### src/rtl/hvac_pkg.sv
// Shared codes for the HVAC source controller: output encodings, FSM states
// and the sensor/threshold snapshot captured on each accepted sample.
package hvac_pkg;

    typedef enum logic [1:0] {
        SRC_NONE    = 2'd0,
        SRC_SOLAR   = 2'd1,
        SRC_AMBIENT = 2'd2,
        SRC_GEO     = 2'd3
    } src_e;

    typedef enum logic [1:0] {
        MODE_OFF  = 2'd0,
        MODE_HEAT = 2'd1,
        MODE_COOL = 2'd2
    } mode_e;

    typedef enum logic [1:0] {
        ST_IDLE = 2'd0,
        ST_EVAL = 2'd1,
        ST_DEAD = 2'd2,
        ST_RUN  = 2'd3
    } state_e;

    typedef struct packed {
        logic [15:0] solar_level;
        logic [15:0] solar_th;
        logic [7:0]  room_temp;
        logic [7:0]  ambient_temp;
        logic [7:0]  solar_cool_th;
        logic [7:0]  solar_heat_th;
        logic [7:0]  ambient_cool_th;
        logic [7:0]  ambient_heat_th;
        logic [7:0]  geo_cool_th;
        logic [7:0]  geo_heat_th;
    } snap_t;

    // Counter width that can hold the value n, never narrower than one bit.
    function automatic int cnt_width(input int n);
        return (n < 1) ? 1 : $clog2(n + 1);
    endfunction

endpackage

### src/rtl/source_arbiter.sv
// Combinational source/mode request: first eligible source in priority order
// solar, ambient, geothermal, with cooling tested before heating.
module source_arbiter
    import hvac_pkg::*;
(
    input  snap_t snap_i,
    output src_e  req_src_o,
    output mode_e req_mode_o
);

    logic signed [7:0] room;
    logic signed [7:0] amb;
    logic              solar_ok;

    assign room     = $signed(snap_i.room_temp);
    assign amb      = $signed(snap_i.ambient_temp);
    assign solar_ok = snap_i.solar_level >= snap_i.solar_th;

    always_comb begin
        req_src_o  = SRC_NONE;
        req_mode_o = MODE_OFF;
        if (solar_ok && (room > $signed(snap_i.solar_cool_th))) begin
            req_src_o  = SRC_SOLAR;
            req_mode_o = MODE_COOL;
        end else if (solar_ok && (room < $signed(snap_i.solar_heat_th))) begin
            req_src_o  = SRC_SOLAR;
            req_mode_o = MODE_HEAT;
        // Outside air only helps when it sits on the useful side of the room.
        end else if ((amb < room) && (room > $signed(snap_i.ambient_cool_th))) begin
            req_src_o  = SRC_AMBIENT;
            req_mode_o = MODE_COOL;
        end else if ((amb > room) && (room < $signed(snap_i.ambient_heat_th))) begin
            req_src_o  = SRC_AMBIENT;
            req_mode_o = MODE_HEAT;
        end else if (room > $signed(snap_i.geo_cool_th)) begin
            req_src_o  = SRC_GEO;
            req_mode_o = MODE_COOL;
        end else if (room < $signed(snap_i.geo_heat_th)) begin
            req_src_o  = SRC_GEO;
            req_mode_o = MODE_HEAT;
        end
    end

endmodule

### src/rtl/hvac_source_controller.sv
// HVAC source sequencer: snapshots a sample, arbitrates a source/mode, and
// switches through an all-off dead time once the minimum run dwell is met.
//
// state | meaning
// IDLE  | outputs off, waiting for a sample
// EVAL  | request computed from the snapshot, switch decision made
// DEAD  | all outputs forced off for DEAD_CYCLES cycles before a change
// RUN   | a source is driving the pump, waiting for the next sample
module hvac_source_controller
    import hvac_pkg::*;
#(
    parameter int DEAD_CYCLES     = 16,
    parameter int MIN_RUN_SAMPLES = 4
) (
    input  logic        clk,
    input  logic        rst,
    input  logic        sample_valid,
    input  logic [15:0] solar_level,
    input  logic [7:0]  room_temp,
    input  logic [7:0]  ambient_temp,
    input  logic [15:0] solar_th,
    input  logic [7:0]  solar_cooldown_th,
    input  logic [7:0]  solar_heatup_th,
    input  logic [7:0]  ambient_cooldown_th,
    input  logic [7:0]  ambient_heatup_th,
    input  logic [7:0]  geothermal_cooldown_th,
    input  logic [7:0]  geothermal_heatup_th,
    output logic [1:0]  src_sel,
    output logic [1:0]  hvac_mode,
    output logic        pump_en,
    output logic        change
);

    localparam int DW = cnt_width(DEAD_CYCLES);
    localparam int RW = cnt_width(MIN_RUN_SAMPLES);

    state_e          state_q, state_d;
    snap_t           snap_q, snap_d;
    src_e            src_q, src_d, pend_src_q, pend_src_d, req_src;
    mode_e           mode_q, mode_d, pend_mode_q, pend_mode_d, req_mode;
    logic [DW-1:0]   dead_cnt_q, dead_cnt_d;
    logic [RW-1:0]   run_cnt_q, run_cnt_d;
    logic            change_q, change_d;
    logic            same_req;
    logic            dwell_met;

    source_arbiter u_arb (
        .snap_i     (snap_q),
        .req_src_o  (req_src),
        .req_mode_o (req_mode)
    );

    assign same_req  = (req_src == src_q) && (req_mode == mode_q);
    assign dwell_met = run_cnt_q >= RW'(MIN_RUN_SAMPLES);

    always_ff @(posedge clk) begin
        if (rst) begin
            state_q     <= ST_IDLE;
            snap_q      <= '0;
            src_q       <= SRC_NONE;
            mode_q      <= MODE_OFF;
            pend_src_q  <= SRC_NONE;
            pend_mode_q <= MODE_OFF;
            dead_cnt_q  <= '0;
            run_cnt_q   <= '0;
            change_q    <= 1'b0;
        end else begin
            state_q     <= state_d;
            snap_q      <= snap_d;
            src_q       <= src_d;
            mode_q      <= mode_d;
            pend_src_q  <= pend_src_d;
            pend_mode_q <= pend_mode_d;
            dead_cnt_q  <= dead_cnt_d;
            run_cnt_q   <= run_cnt_d;
            change_q    <= change_d;
        end
    end

    always_comb begin
        state_d     = state_q;
        snap_d      = snap_q;
        src_d       = src_q;
        mode_d      = mode_q;
        pend_src_d  = pend_src_q;
        pend_mode_d = pend_mode_q;
        dead_cnt_d  = dead_cnt_q;
        run_cnt_d   = run_cnt_q;
        change_d    = 1'b0;
        case (state_q)
            ST_IDLE, ST_RUN: begin
                if (sample_valid) begin
                    snap_d.solar_level     = solar_level;
                    snap_d.solar_th        = solar_th;
                    snap_d.room_temp       = room_temp;
                    snap_d.ambient_temp    = ambient_temp;
                    snap_d.solar_cool_th   = solar_cooldown_th;
                    snap_d.solar_heat_th   = solar_heatup_th;
                    snap_d.ambient_cool_th = ambient_cooldown_th;
                    snap_d.ambient_heat_th = ambient_heatup_th;
                    snap_d.geo_cool_th     = geothermal_cooldown_th;
                    snap_d.geo_heat_th     = geothermal_heatup_th;
                    state_d                = ST_EVAL;
                end
            end
            ST_EVAL: begin
                // Mode is off exactly when the prior state was IDLE.
                if (same_req) begin
                    state_d = (mode_q == MODE_OFF) ? ST_IDLE : ST_RUN;
                    if ((mode_q != MODE_OFF) && !dwell_met) run_cnt_d = run_cnt_q + RW'(1);
                end else if ((mode_q == MODE_OFF) || dwell_met) begin
                    state_d     = ST_DEAD;
                    dead_cnt_d  = DW'(DEAD_CYCLES);
                    pend_src_d  = req_src;
                    pend_mode_d = req_mode;
                    src_d       = SRC_NONE;
                    mode_d      = MODE_OFF;
                end else begin
                    state_d   = ST_RUN;
                    run_cnt_d = run_cnt_q + RW'(1);
                end
            end
            ST_DEAD: begin
                if (dead_cnt_q <= DW'(1)) begin
                    state_d    = (pend_mode_q == MODE_OFF) ? ST_IDLE : ST_RUN;
                    src_d      = pend_src_q;
                    mode_d     = pend_mode_q;
                    change_d   = 1'b1;
                    run_cnt_d  = '0;
                    dead_cnt_d = '0;
                end else begin
                    dead_cnt_d = dead_cnt_q - DW'(1);
                end
            end
            default: state_d = ST_IDLE;
        endcase
    end

    assign src_sel   = src_q;
    assign hvac_mode = mode_q;
    assign pump_en   = (mode_q != MODE_OFF);
    assign change    = change_q;

endmodule

### config.mk
export PLATFORM = sky130hd
export DESIGN_NAME = hvac_source_controller
export DESIGN_NICKNAME = d
export VERILOG_FILES = /design/src/rtl/hvac_pkg.sv /design/src/rtl/source_arbiter.sv /design/src/rtl/hvac_source_controller.sv
export SDC_FILE = /design/constraint.sdc
export NUM_CORES = 1
export LEC_CHECK = 0
export CAP_MARGIN = 5
export CELL_PAD_IN_SITES_DETAIL_PLACEMENT = 2
export CELL_PAD_IN_SITES_GLOBAL_PLACEMENT = 2
export CORE_MARGIN = 5
export CORE_UTILIZATION = 31
export DETAILED_ROUTE_END_ITERATION = 16
export GPL_TIMING_DRIVEN = 0
export PLACE_DENSITY_LB_ADDON = 0.05
export SLEW_MARGIN = 20
export SYNTH_ARGS = -nofsm -noshare
export SYNTH_HDL_FRONTEND = slang
export SYNTH_SLANG_ARGS = --single-unit
### constraint.sdc
create_clock -name clk -period 3.6 [get_ports clk]
set_input_delay 0.54 -clock clk [delete_from_list [all_inputs] [get_ports clk]]
set_output_delay 0.54 -clock clk [all_outputs]
set_load 0.03 [all_outputs]
* After elaboration in Yosys (flattened, before gate mapping)
Cells that the tools add are included.
W data, S select, Z words.
** Word-level totals
- Register bits after elaboration :: 115
- Input port bits :: 99
- Output and inout port bits :: 6
** Cells by class
- $add $sub $neg :: 2
- Magnitude comparators :: 11
- Equal/unequal tests :: 11
- Multiplexer cells :: 35
- Bitwise logic cells :: 2
- Reduce and logical (&&, ||, !) cells :: 21
** Operator list (count)
- $mux W2 :: 20
- $gt A8 B8 Y1 :: 4
- $lt A8 B8 Y1 :: 4
- $ge A16 B16 Y1 :: 1
- $mux W5 :: 3
- $mux W3 :: 4
- $pmux W5 S2 :: 1
- $ne A2 B2 Y1 const B :: 4
- $pmux W2 S2 :: 2
- $reduce_and A4 Y1 :: 2
- $logic_and A1 B1 Y1 :: 6
- $logic_not A2 Y1 :: 3
- $ne A3 B3 Y1 const B :: 2
- $pmux W2 S3 :: 1
- $pmux W3 S2 :: 1
- $reduce_and A3 Y1 :: 2
- $le A5 B1 Y1 const B :: 1
- $sub A5 B1 Y5 const B :: 1
- $eq A2 B2 Y1 :: 2
- $eq A2 B2 Y1 const B :: 2
- $reduce_and A2 Y1 :: 2
- $reduce_bool A2 Y1 :: 2
- $reduce_or A2 Y1 :: 2
- $add A3 B1 Y3 const B :: 1
- other kinds (6) :: 9

* Longest topological paths before layout
- Word-level depth :: 11
- Mapped depth :: 13
- Gate-level depth less buffers :: 12

* Modules after synthesis
A second synthesis with hierarchy kept.
** Second synthesis, totals
- Cell total of the unflattened synthesis :: 805
- Area total of the unflattened synthesis :: 6311.1 um2
** By module, submodules not included
- hvac_source_controller :: instances 1, cells each 551, area an instance 4376.7 um2, sequential area each 2302.2 um2
- source_arbiter :: instances 1, cells each 254, area an instance 1934.4 um2, sequential area each 0.0 um2

* Least setup slack after synthesis
Ideal clock, no wire load.
- Path kind :: reg-to-reg
- Start :: register snap_q[63] (netlist name)
- End :: register pend_mode_q[0]
- Setup time :: 0.070 ns
- Arrival :: 2.953 ns
- Slack :: 0.577 ns
- Stages on the path, launching flop included :: 13
- Path buffers :: 0
- Path through :: dfxtp_1 -> inv_1 -> ha_1 -> and4_4 -> and3_1 -> a32oi_1 -> and3_4 -> a22oi_1 -> a211o_2 -> mux2i_1 -> o22a_2 -> or3b_1 -> a21oi_1
** On the way
- Cells in the longest elaborated chain, start to end :: 11
- Elaborated cells between the ends (all ways) :: 29
** RTL lines
- from (decl) :: line hvac_source_controller.sv:38 : snap_t snap_q, snap_d;
- from (signal assigned) :: line hvac_source_controller.sv:69 : snap_q <= snap_d;
- $lt A8 B8 Y1 :: line source_arbiter.sv:38 : end else if (room < $signed(snap_i.geo_heat_th)) begin
- $mux W2 or $mux W1 (tied branches) :: line source_arbiter.sv:38
- $mux W2 :: line source_arbiter.sv:35 : end else if (room > $signed(snap_i.geo_cool_th)) begin
- $mux W2 :: line source_arbiter.sv:32 : end else if ((amb > room) && (room < $signed(snap_i.ambient_heat_th))) begin
- $mux W2 :: line source_arbiter.sv:29 : end else if ((amb < room) && (room > $signed(snap_i.ambient_cool_th))) begin
- $mux W2 :: line source_arbiter.sv:25 : end else if (solar_ok && (room < $signed(snap_i.solar_heat_th))) begin
- $mux W2 :: line source_arbiter.sv:22 : if (solar_ok && (room > $signed(snap_i.solar_cool_th))) begin
- $eq A2 B2 Y1 :: line hvac_source_controller.sv:53 : assign same_req = (req_src == src_q) && (req_mode == mode_q);
- $logic_and A1 B1 Y1 :: line hvac_source_controller.sv:53
- $not A1 Y1 (no source line)
- $reduce_and A3 Y1 (no source line)
- to (signal assigned) :: line hvac_source_controller.sv:73 : pend_mode_q <= pend_mode_d;
- to (decl) :: line hvac_source_controller.sv:40 : mode_e mode_q, mode_d, pend_mode_q, pend_mode_d, req_mode;
Parallel ways exist; a longest one is shown, timed or not.
A chain may end at the register's enable or synchronous reset.

* Final worst setup path
- Start :: register snap_q[63] (netlist name)
- End :: register dead_cnt_q[4]
** On the way
- Cells in the longest elaborated chain, start to end :: 11
- Elaborated cells between the ends (all ways) :: 29
** RTL lines
- $lt A8 B8 Y1 :: line source_arbiter.sv:38
- $mux W2 or $mux W1 (tied branches) :: line source_arbiter.sv:38
- $mux W2 :: line source_arbiter.sv:35
- $mux W2 :: line source_arbiter.sv:32
- $mux W2 :: line source_arbiter.sv:29
- $mux W2 :: line source_arbiter.sv:25
- $mux W2 :: line source_arbiter.sv:22
- $eq A2 B2 Y1 :: line hvac_source_controller.sv:53
- $logic_and A1 B1 Y1 (*) :: line hvac_source_controller.sv:53
- $ne A2 B2 Y1 (no source line) (*)
- $reduce_and A3 Y1 (no source line) (*)
- to (signal assigned) :: line hvac_source_controller.sv:74 : dead_cnt_q <= dead_cnt_d;
- to (decl) :: line hvac_source_controller.sv:41 : logic [DW-1:0] dead_cnt_q, dead_cnt_d;
Mark *: on every way between the ends. The rest lies on a longest branch, timed or not.

==> reports/qor.csv <==
metric,value,unit
run status,completed,
PD cells,682,nW/um2
area grow syn2layout,32.4,%
sequential cell area,2330,um2
"non-filler cells, final",1188,
DR pass1 iterations,4,
unique cell type count in the Yosys netlist,56,
CTS tree,done,
"Clk pin slew, worst setup/hold paths",60,ps
CP endpoint kind,register,
via count,5920,
"delay-heaviest family, CP",compound AO/OA/AOI/OAI gates,
initial core utilization,31.5,%
row count,51,
cells along the critical path,"inv_1, ha_1, and4_4, o2111ai_1, a21o_1, and3_4, a2111oi_4, mux2i_1, o311ai_4, o221ai_2, buf_6, a31o_1, a21oi_2",
clk root buf,clkbuf_16,
maximum clock insertion buffer count,2,
Post-Place Cell Area,7490,um2
Port-buffer cells,103,
GRT overflow,0,
drt wl/cell,18.0,um
I/O pins,105,
Antenna Cells,0,
Die Y,151,um
H-tree Lvls,4,
Slew @ Worst Pin,734,ps
largest net degree at the start of global routing,17,
Critical Path AT,3800,ps
Post-Syn Instances,788,
multi-input logic area,3440,um2
CP max-delay cell,dfxtp_4,
Max Slew Vio Count,0,
worst hold path class,register to register,
Global Route Usage Sum,19.5,%
final setup fails,0,
Startpoint Class,register,
Max Freq,290,MHz
Synth Net Count,961,
average size of a mapped cell,7.78,um2
post-route cell area,8110,um2
crit path time final,3450,ps
Placed Cells,1156,
full die area,22700,um2
Async SR Flop Fraction,0,%
Worst EP required,3950,ps
WL final,21400,um
post-synthesis cell area,6130,um2
clock latency on the worst-skew pair,420,ps
Core ar.,19500,um2
post-DP HPWL,16400,um
Max-Cap Viols,0,
CTS sink count,115,
Crit Path Class,register to register,
maximum vdd drop,0.315,mV
DRC viols,0,
buffers plus inverters on the worst setup path,2,
number of global-route vias before repair,6797,
vias per std cell,4.98,
number of antenna violations at the first check in global routing,0,
P_leak,0.00319,uW
period utilization,95.9,%
"Primary FF master, synth",dfxtp_1,
Rel. slew slack,51.1,%
die width,151,um
Post-Route Skew,9.64,ps
Final ANT Viol Nets,0,
initial DRC count,145,
synthesis-stage register bit count,115,
fraction of layout instances using a drive strength above 1,5.85,%
Post-synth EDFFs,0,
final hold vios,0,
GPL Wtd Cong,0.822,
cts hold-fix bufs,0,
TritonCTS Buffers,17,
Total Nets Final,1086,
CP peak stage delay,430,ps
synth warn,0,
sum of negative setup slack,0,ps
CP Max Fanout,10,
Fillers,2208,
sequential area share after synthesis,37.6,%
first-pass GRT wire length,34100,um
## where the power goes
part	total, uW	internal [uW]	switching [uW]	leakage, uW
registers	1650	1490	163	0.000947
logic	2390	990	1400	0.00199
clock network	1500	913	583	0.000254
total	5530	3390	2140	0.00319
## synthesized netlist by cell type, types with 2 or more instances
cell | n | area, um2
a22o_1 | 4 | 35.0
a21oi_2 | 3 | 26.3
a211oi_1 | 7 | 52.6
o21ai_0 | 13 | 65.1
nor3b_1 | 4 | 30.0
buf_1 | 5 | 18.8
o31ai_1 | 3 | 22.5
nor3_1 | 6 | 30.0
a21oi_1 | 120 | 601
o22ai_1 | 2 | 12.5
or3_1 | 2 | 12.5
nand4_1 | 9 | 56.3
a211o_1 | 4 | 35.0
ha_1 | 74 | 926
nor2b_1 | 6 | 37.5
nand2b_1 | 5 | 31.3
nor2_1 | 17 | 63.8
and2_1 | 2 | 12.5
o211ai_1 | 5 | 37.5
dfxtp_1 | 115 | 2300
a31oi_1 | 3 | 18.8
nand2_1 | 211 | 792
or3b_1 | 2 | 17.5
nand3_1 | 6 | 30.0
a32o_1 | 3 | 30.0
mux2i_1 | 3 | 30.0
inv_1 | 82 | 308
a21o_1 | 11 | 82.6
o21a_1 | 5 | 37.5
clkbuf_1 | 30 | 113
## worst paths after layout
check	endpoint	start	cells after the start	slack, ps
worst min register to register	snap_q[36]	snap_q[36]	2	460
worst min-delay path	snap_q[36]	snap_q[36]	2	460
worst max-delay path	dead_cnt_q[4]	snap_q[63]	13	150
worst max register to register	dead_cnt_q[4]	snap_q[63]	13	150
## layout by cell type, fill, tap and decap left out, types with 3 or more instances in the layout
cell,instances
a211o_1,4
a211oi_1,7
a21o_1,11
a21oi_1,119
a21oi_2,4
a22o_1,4
a31oi_1,3
a32o_1,3
buf_1,5
buf_4,3
clkbuf_1,33
clkbuf_16,17
clkbuf_8,3
clkdlybuf4s50_1,103
clkinv_2,5
dfxtp_1,108
dfxtp_4,6
ha_1,74
inv_1,82
nand2_1,211
nand2b_1,5
nand3_1,6
nand4_1,9
nor2_1,17
nor2b_1,6
nor3_1,6
nor3b_1,4
o211ai_1,5
o21a_1,5
o21ai_0,13
o31ai_1,3
## timing repair
item | in CTS | in global routing
resized for setup | 9 | 13
setup buffers | 0 | 3
setup endpoints to repair | 14 | 14
pin swaps | 0 | 2
## stage by stage
| stage | total power, uW | util (%) | hold WS (ps) | setup slack, ps |
|---|---|---|---|---|
| 2_1_floorplan | 3130 | - | 432 | 577 |
| 3_3_place_gp | 3730 | 38.5 | 445 | -26.4 |
| 3_5_place_dp | 3870 | 38.5 | 452 | -196 |
| 4_1_cts | 5450 | 41.2 | 459 | 5.75 |
| 5_1_grt | 5920 | 41.7 | 480 | -26.6 |
| 6_report | 5530 | 41.7 | 456 | 147 |
## worst min-delay path, stage by stage, from the launching register on
cell and delay (ps):
dfxtp_1 310, nand2_1 50, a21oi_1 50
## registers in the layout, summed over array words and instances, names as in the netlist
| name | flops |
|---|---|
| dead_cnt_q | 5 |
| pend_src_q | 2 |
| run_cnt_q | 3 |
| change | 1 |
| src_sel | 2 |
| hvac_mode | 2 |
| snap_q | 96 |
| state_q | 2 |
| pend_mode_q | 2 |
## layout make-up
class / instances / area share (%)
multi-input cells: 555 / 42.4
flip-flops and latches: 115 / 28.7
repair buffers: 106 / 13.0
clock buffers: 23 / 5.89
well taps: 265 / 4.09
inverters: 82 / 3.79
plain buffers: 36 / 1.76
clock inverters: 6 / 0.401
## cells by family after synthesis
kind of cell | after synthesis | synth area share, %
AND/OR/NAND/NOR | 277 | 19.2
AO/OA/AOI/OAI | 201 | 20.3
buffers and inverters | 118 | 7.35
flip-flops | 115 | 37.6
adder cells (fa/ha/maj) | 74 | 15.1
multiplexers | 3 | 0.490
## routing by layer
layer  vias up  part of all wire (%)  global-route usage (%)
li1       2917                     -                       -
met5         -                     0                       0
met3        27                   2.8                    4.33
met4         0                   1.8                    6.03
met2        97                    53                    36.8
met1      2879                    42                    21.6
Note: power is estimated with default switching activity, not from simulation.
